[src/rtl/adc_scan_ctrl.sv]
// adc_scan_ctrl: round-robin scan controller for an ADC0808-style 8-input converter.
// Walks the enabled channels in ch_mask, sequences ADD A/B/C, ALE, START and OE with
// configurable widths, guards EOC with a timeout and hands each result, tagged with its
// channel, to downstream logic over a valid/ready stream.
//
// Ports:
//   clk, reset        system clock, asynchronous active-high reset
//   enable            level-sensitive scan run request
//   ch_mask           per-channel enable, bit i enables channel i
//   eoc, adc_data     converter end-of-conversion and parallel data
//   adc_addr          ADD C/B/A channel select
//   ale, start, oe    converter control strobes
//   sample_valid      result available (held until sample_ready)
//   sample_data/ch    captured conversion and its channel
//   sample_ready      downstream accepts the result
//   timeout_err       one-cycle pulse when EOC never arrives
//   busy              high whenever the scanner is not idle
module adc_scan_ctrl #(
  parameter int unsigned NUM_CH    = 8,
  parameter int unsigned PULSE_CYC = 4,
  parameter int unsigned EOC_WAIT  = 8,
  parameter int unsigned OE_CYC    = 2,
  parameter int unsigned TIMEOUT   = 4096
) (
  input  logic              clk,
  input  logic              reset,
  input  logic              enable,
  input  logic [NUM_CH-1:0] ch_mask,
  input  logic              eoc,
  input  logic [7:0]        adc_data,
  output logic [2:0]        adc_addr,
  output logic              ale,
  output logic              start,
  output logic              oe,
  output logic              sample_valid,
  output logic [7:0]        sample_data,
  output logic [2:0]        sample_ch,
  input  logic              sample_ready,
  output logic              timeout_err,
  output logic              busy
);

  // One shared counter, wide enough for the largest phase length.
  localparam int unsigned Max1   = (PULSE_CYC > EOC_WAIT) ? PULSE_CYC : EOC_WAIT;
  localparam int unsigned Max2   = (Max1 > OE_CYC) ? Max1 : OE_CYC;
  localparam int unsigned CntMax = (Max2 > TIMEOUT) ? Max2 : TIMEOUT;
  localparam int unsigned CntW   = $clog2(CntMax + 1);

  localparam logic [CntW-1:0] CntOne      = CntW'(1);
  localparam logic [CntW-1:0] PulseLast   = CntW'(PULSE_CYC - 1);
  localparam logic [CntW-1:0] BlankLast   = CntW'(EOC_WAIT - 1);
  localparam logic [CntW-1:0] OeLast      = CntW'(OE_CYC - 1);
  localparam logic [CntW-1:0] TimeoutLast = CntW'(TIMEOUT - 1);

  typedef enum logic [2:0] {
    StIdle,
    StSetup,
    StPulse,
    StBlank,
    StWaitEoc,
    StRead,
    StPush,
    StNext
  } state_e;

  state_e          state_q;
  logic [CntW-1:0] cnt_q;
  logic [2:0]      cur_ch_q;

  logic [2:0] first_ch;
  logic [2:0] next_ch;
  logic       mask_any;

  assign mask_any = |ch_mask;

  // first_ch: lowest enabled channel. next_ch: lowest enabled channel strictly above
  // cur_ch_q, falling back to first_ch when none is above (wrap-around).
  always_comb begin
    first_ch = 3'd0;
    for (int i = int'(NUM_CH) - 1; i >= 0; i--) begin
      if (ch_mask[i]) first_ch = 3'(i);
    end
    next_ch = first_ch;
    for (int i = int'(NUM_CH) - 1; i >= 0; i--) begin
      if (ch_mask[i] && (3'(i) > cur_ch_q)) next_ch = 3'(i);
    end
  end

  always_ff @(posedge clk or posedge reset) begin
    if (reset) begin
      state_q      <= StIdle;
      cnt_q        <= '0;
      cur_ch_q     <= '0;
      adc_addr     <= '0;
      ale          <= 1'b0;
      start        <= 1'b0;
      oe           <= 1'b0;
      sample_valid <= 1'b0;
      sample_data  <= '0;
      sample_ch    <= '0;
      timeout_err  <= 1'b0;
      busy         <= 1'b0;
    end else begin
      timeout_err <= 1'b0;
      case (state_q)
        StIdle: begin
          if (enable && mask_any) begin
            cur_ch_q <= first_ch;
            adc_addr <= first_ch;
            busy     <= 1'b1;
            state_q  <= StSetup;
          end
        end
        StSetup: begin
          cnt_q   <= '0;
          ale     <= 1'b1;
          start   <= 1'b1;
          state_q <= StPulse;
        end
        StPulse: begin
          if (cnt_q == PulseLast) begin
            ale     <= 1'b0;
            start   <= 1'b0;
            cnt_q   <= '0;
            state_q <= StBlank;
          end else begin
            cnt_q <= cnt_q + CntOne;
          end
        end
        StBlank: begin
          if (cnt_q == BlankLast) begin
            cnt_q   <= '0;
            state_q <= StWaitEoc;
          end else begin
            cnt_q <= cnt_q + CntOne;
          end
        end
        StWaitEoc: begin
          if (eoc) begin
            cnt_q   <= '0;
            oe      <= 1'b1;
            state_q <= StRead;
          end else if (cnt_q == TimeoutLast) begin
            timeout_err <= 1'b1;
            state_q     <= StNext;
          end else begin
            cnt_q <= cnt_q + CntOne;
          end
        end
        StRead: begin
          if (cnt_q == OeLast) begin
            oe           <= 1'b0;
            sample_data  <= adc_data;
            sample_ch    <= cur_ch_q;
            sample_valid <= 1'b1;
            state_q      <= StPush;
          end else begin
            cnt_q <= cnt_q + CntOne;
          end
        end
        StPush: begin
          // Stall here under backpressure; the scan resumes only after the transfer.
          if (sample_ready) begin
            sample_valid <= 1'b0;
            state_q      <= StNext;
          end
        end
        StNext: begin
          if (!enable || !mask_any) begin
            busy    <= 1'b0;
            state_q <= StIdle;
          end else begin
            cur_ch_q <= next_ch;
            adc_addr <= next_ch;
            state_q  <= StSetup;
          end
        end
        default: state_q <= StIdle;
      endcase
    end
  end

endmodule

[config.mk]
export PLATFORM = sky130hd
export DESIGN_NAME = adc_scan_ctrl
export DESIGN_NICKNAME = d
export VERILOG_FILES = /design/src/rtl/adc_scan_ctrl.sv
export SDC_FILE = /design/constraint.sdc
export NUM_CORES = 1
export LEC_CHECK = 0
export ABC_AREA = 1
export CAP_MARGIN = 0
export CELL_PAD_IN_SITES_DETAIL_PLACEMENT = 0
export CELL_PAD_IN_SITES_GLOBAL_PLACEMENT = 1
export CORE_MARGIN = 2
export CORE_UTILIZATION = 35
export DETAILED_ROUTE_END_ITERATION = 7
export PLACE_DENSITY_LB_ADDON = 0.25
export SLEW_MARGIN = 40
export SYNTH_ARGS = -nofsm -noshare
export SYNTH_HDL_FRONTEND = slang
export SYNTH_SLANG_ARGS = --single-unit
[constraint.sdc]
create_clock -name clk -period 4 [get_ports clk]
set_input_delay 0.4 -clock clk [delete_from_list [all_inputs] [get_ports clk]]
set_output_delay 0.4 -clock clk [all_outputs]
set_load 0.1 [all_outputs]
==> out/qor.csv <==
metric;value;unit
CP startpoint;cnt_q[1];
Post-synth EDFFs;0;
Power Density;798;nW/um^2
largest net degree at the start of global routing;25;
synth cell count leaders;64 x nand2_1, 35 x dfrtp_1, 29 x inv_1, 23 x nand3_1, 20 x nor2_1;
pre-CTS setup slack;1830;ps
Max Fclk;0.482;GHz
R2R cell count;10;
CTS root buf;clkbuf_8;
most frequent cell after synthesis;nand2_1;
Tot Pwr;2.11;mW
vias in the first global route;1935;
PortBufs;40;
Rel. slew slack;65.3;%
initial antenna violation count;0;
Worst Path Required;4160;ps
Layout Nets;352;
core area;5990;um^2
status;complete, no violations;
setup ws final;1920;ps
drc violations;0;
endpoints failing hold;0;
R2R setup slack;1920;ps
Final setup viols;0;
Sink Count;35;
Vias;1992;
P_leak;1.21;nW
RSZ-0062 raised after global routing;false;
FFs w/ async S/R, synth;100;%
Via density;4.94;
Top delay family on crit path;simple AND/OR/NAND/NOR gates;
Int Pwr;855;uW
# fillers;629;
crit path DAT;2230;ps
worst hold path class;in2async;
critical path launch point type;flop;
largest fanout on the critical path;19;
CTS tree;built;
Final period util;51.9;%
reg2reg end;cnt_q[3];
Synth Instances;284;
worst r2r src;cnt_q[1];
Worst path depth;10;
Clock Skew;9.85;ps
CTS clk-pin slew, worst paths;70;ps
Worst VDD drop;372;uV
Synth cell types;34;
clock tree buffer depth;2;
# rows;28;
Avg Cell Area, Syn;7.73;um^2
Post-Route WL;5.21;mm
multi-input combinational cell area;1120;um^2
Routed wire per std cell;12.9;um
total iterations of the first detailed-routing run;4;
share of the synthesized area in the top cell type;39.9;%
Syn. warnings;0;
H-tree Lvls;2;
Crit Path Category;reg2reg;
die height;83.2;um
sequential fraction of the synthesis area;39.9;%
Comb pwr share;62.5;%
Antenna Nets Post-Route;0;
area delta synth->final;20.3;%
worst slew pin tran;519;ps
CP bufs+invs;2;
first-pass GRT wire length;8.71;mm
register bit total from synthesis;35;
setup bufs post-CTS;0;
post_cts resized;0;
Max stage delay on crit path;410;ps
die area;6920;um^2
die width;83.2;um
Storage cell area;876;um^2
post-route setup TNS;0;ps
Worst setup EP type;flop;
crit path cell chain;inv_1 -> ha_1 -> nand3_1 -> nor2_1 -> nand3_2 -> nand2_1 -> nor2_4 -> inv_2 -> nor2_1 -> nor2_1;
synthesized area;2200;um^2
max cap viols;0;
largest cells by area after synthesis;dfrtp_1 40%, nand2_1 11%, nand3_1 5.2%;
share of total power in sequential cells;26.3;%
switching pwr;1.25;mW
Ports;41;
Hold Buf Count CTS;0;
Max Transition Viols Final;0;
share of cells above drive strength 1;18.6;%
crit path time final;2080;ps
Clk pwr share;11.2;%
DRT iter0 DRCs;107;
sw frac;59.5;%
CP endpoint;cnt_q[3];
dominant cell type by area after synthesis;dfrtp_1;
Slowest-stage cell, CP;nor2_4;
grt ovf;0;
Detailed Place HPWL;4.10;mm
total CTS buffers;5;
Initial Util;36.7;%
Synth Flop Type;dfrtp_1;
GP Congestion;0.817;
number of antenna diodes;0;
worst hold slack;473;ps
Most common cell on crit path;nor2_1;
worst-skew pair later-pin latency;280;ps
Synth Net Count;307;
Tot GR Track Use;15.4;%
[cell type report]
class,count,area share [%]
flip-flops and latches,35,33.1
well taps,75,3.55
multi-input cells,202,42.5
inverters,43,6.11
repair buffers,42,11.9
clock buffers,6,2.75
[per-layer routing]
layer | up-vias | GRT usage [%] | part of all wire [%]
met5 | - | 0 | 0
met2 | 34 | 25.3 | 48
met3 | 10 | 3.88 | 2.7
met4 | 0 | 5.81 | 2.3
li1 | 1032 | - | -
met1 | 916 | 19.5 | 47
[kinds of logic after synthesis]
kind of cell	Yosys count	share of synthesized area, %
flip-flops	35	39.9
adder cells (fa/ha/maj)	2	1.14
AND/OR/NAND/NOR	141	31.8
AO/OA/AOI/OAI	46	12.1
buffers and inverters	47	8.95
multiplexers	8	4.10
XOR/XNOR	5	1.99
[per-stage QoR]
step / cells / area (um^2) / utilization [%]
finish: 403 / 2640 / 44.1
CTS: 403 / 2640 / 44.1
global placement: 397 / 2670 / 44.6
detailed placement: 397 / 2570 / 42.9
floorplan: 284 / 2200 / -
global route: 403 / 2640 / 44.1
[layout by cell type, fill, tap and decap left out, types with 2 or more instances in the layout]
| cell type | netlist | final |
|---|---|---|
| ha_1 | 2 | 2 |
| nor2_4 | 2 | 2 |
| o211ai_1 | 4 | 4 |
| nor2_1 | 20 | 20 |
| clkbuf_8 | 0 | 5 |
| nor3_2 | 2 | 2 |
| nor3_1 | 6 | 6 |
| a21oi_1 | 10 | 10 |
| mux2_2 | 5 | 5 |
| nor4_1 | 4 | 4 |
| nor2_2 | 4 | 4 |
| o21ai_0 | 13 | 13 |
| buf_2 | 1 | 20 |
| mux2_1 | 3 | 3 |
| inv_2 | 14 | 15 |
| nand3_1 | 23 | 23 |
| nor3_4 | 2 | 2 |
| o21ai_1 | 11 | 11 |
| nand4_1 | 10 | 10 |
| xor2_1 | 5 | 5 |
| clkdlybuf4s50_1 | 0 | 20 |
| inv_1 | 29 | 28 |
| dfrtp_1 | 35 | 35 |
| o31ai_1 | 2 | 2 |
| nand2_1 | 64 | 64 |
| buf_4 | 1 | 2 |
| o21bai_1 | 2 | 2 |
[power by group through the flow]
stage / Combinational (mW) / Clock (mW) / Sequential [mW]
finish: 1.32 / 0.236 / 0.555
global route: 1.41 / 0.259 / 0.575
CTS: 1.33 / 0.241 / 0.555
detailed placement: 1.32 / 0 / 0.560
global placement: 1.39 / 0 / 0.564
floorplan: 0.535 / 0 / 1.13
[worst min path at each step]
stage | endpoint | cells after the start | slack (ps) | start
global placement | sample_ch[2] | 2 | 470 | sample_ch[2]
floorplan | cnt_q[8] | 2 | 530 | cnt_q[8]
global route | sample_data[6] | 1 | 500 | sample_data[6]
detailed placement | sample_valid | 2 | 470 | sample_valid
CTS | sample_valid | 2 | 490 | reset
finish | sample_valid | 2 | 470 | reset
[registers in the layout, indices dropped and copies added, names as in the netlist]
| name | count |
|---|---|
| busy | 1 |
| sample_ch | 3 |
| cnt_q | 13 |
| timeout_err | 1 |
| start | 1 |
| cur_ch_q | 3 |
| oe | 1 |
| sample_data | 8 |
| sample_valid | 1 |
| state_q | 3 |
Note: power is estimated with default switching activity, not from simulation.
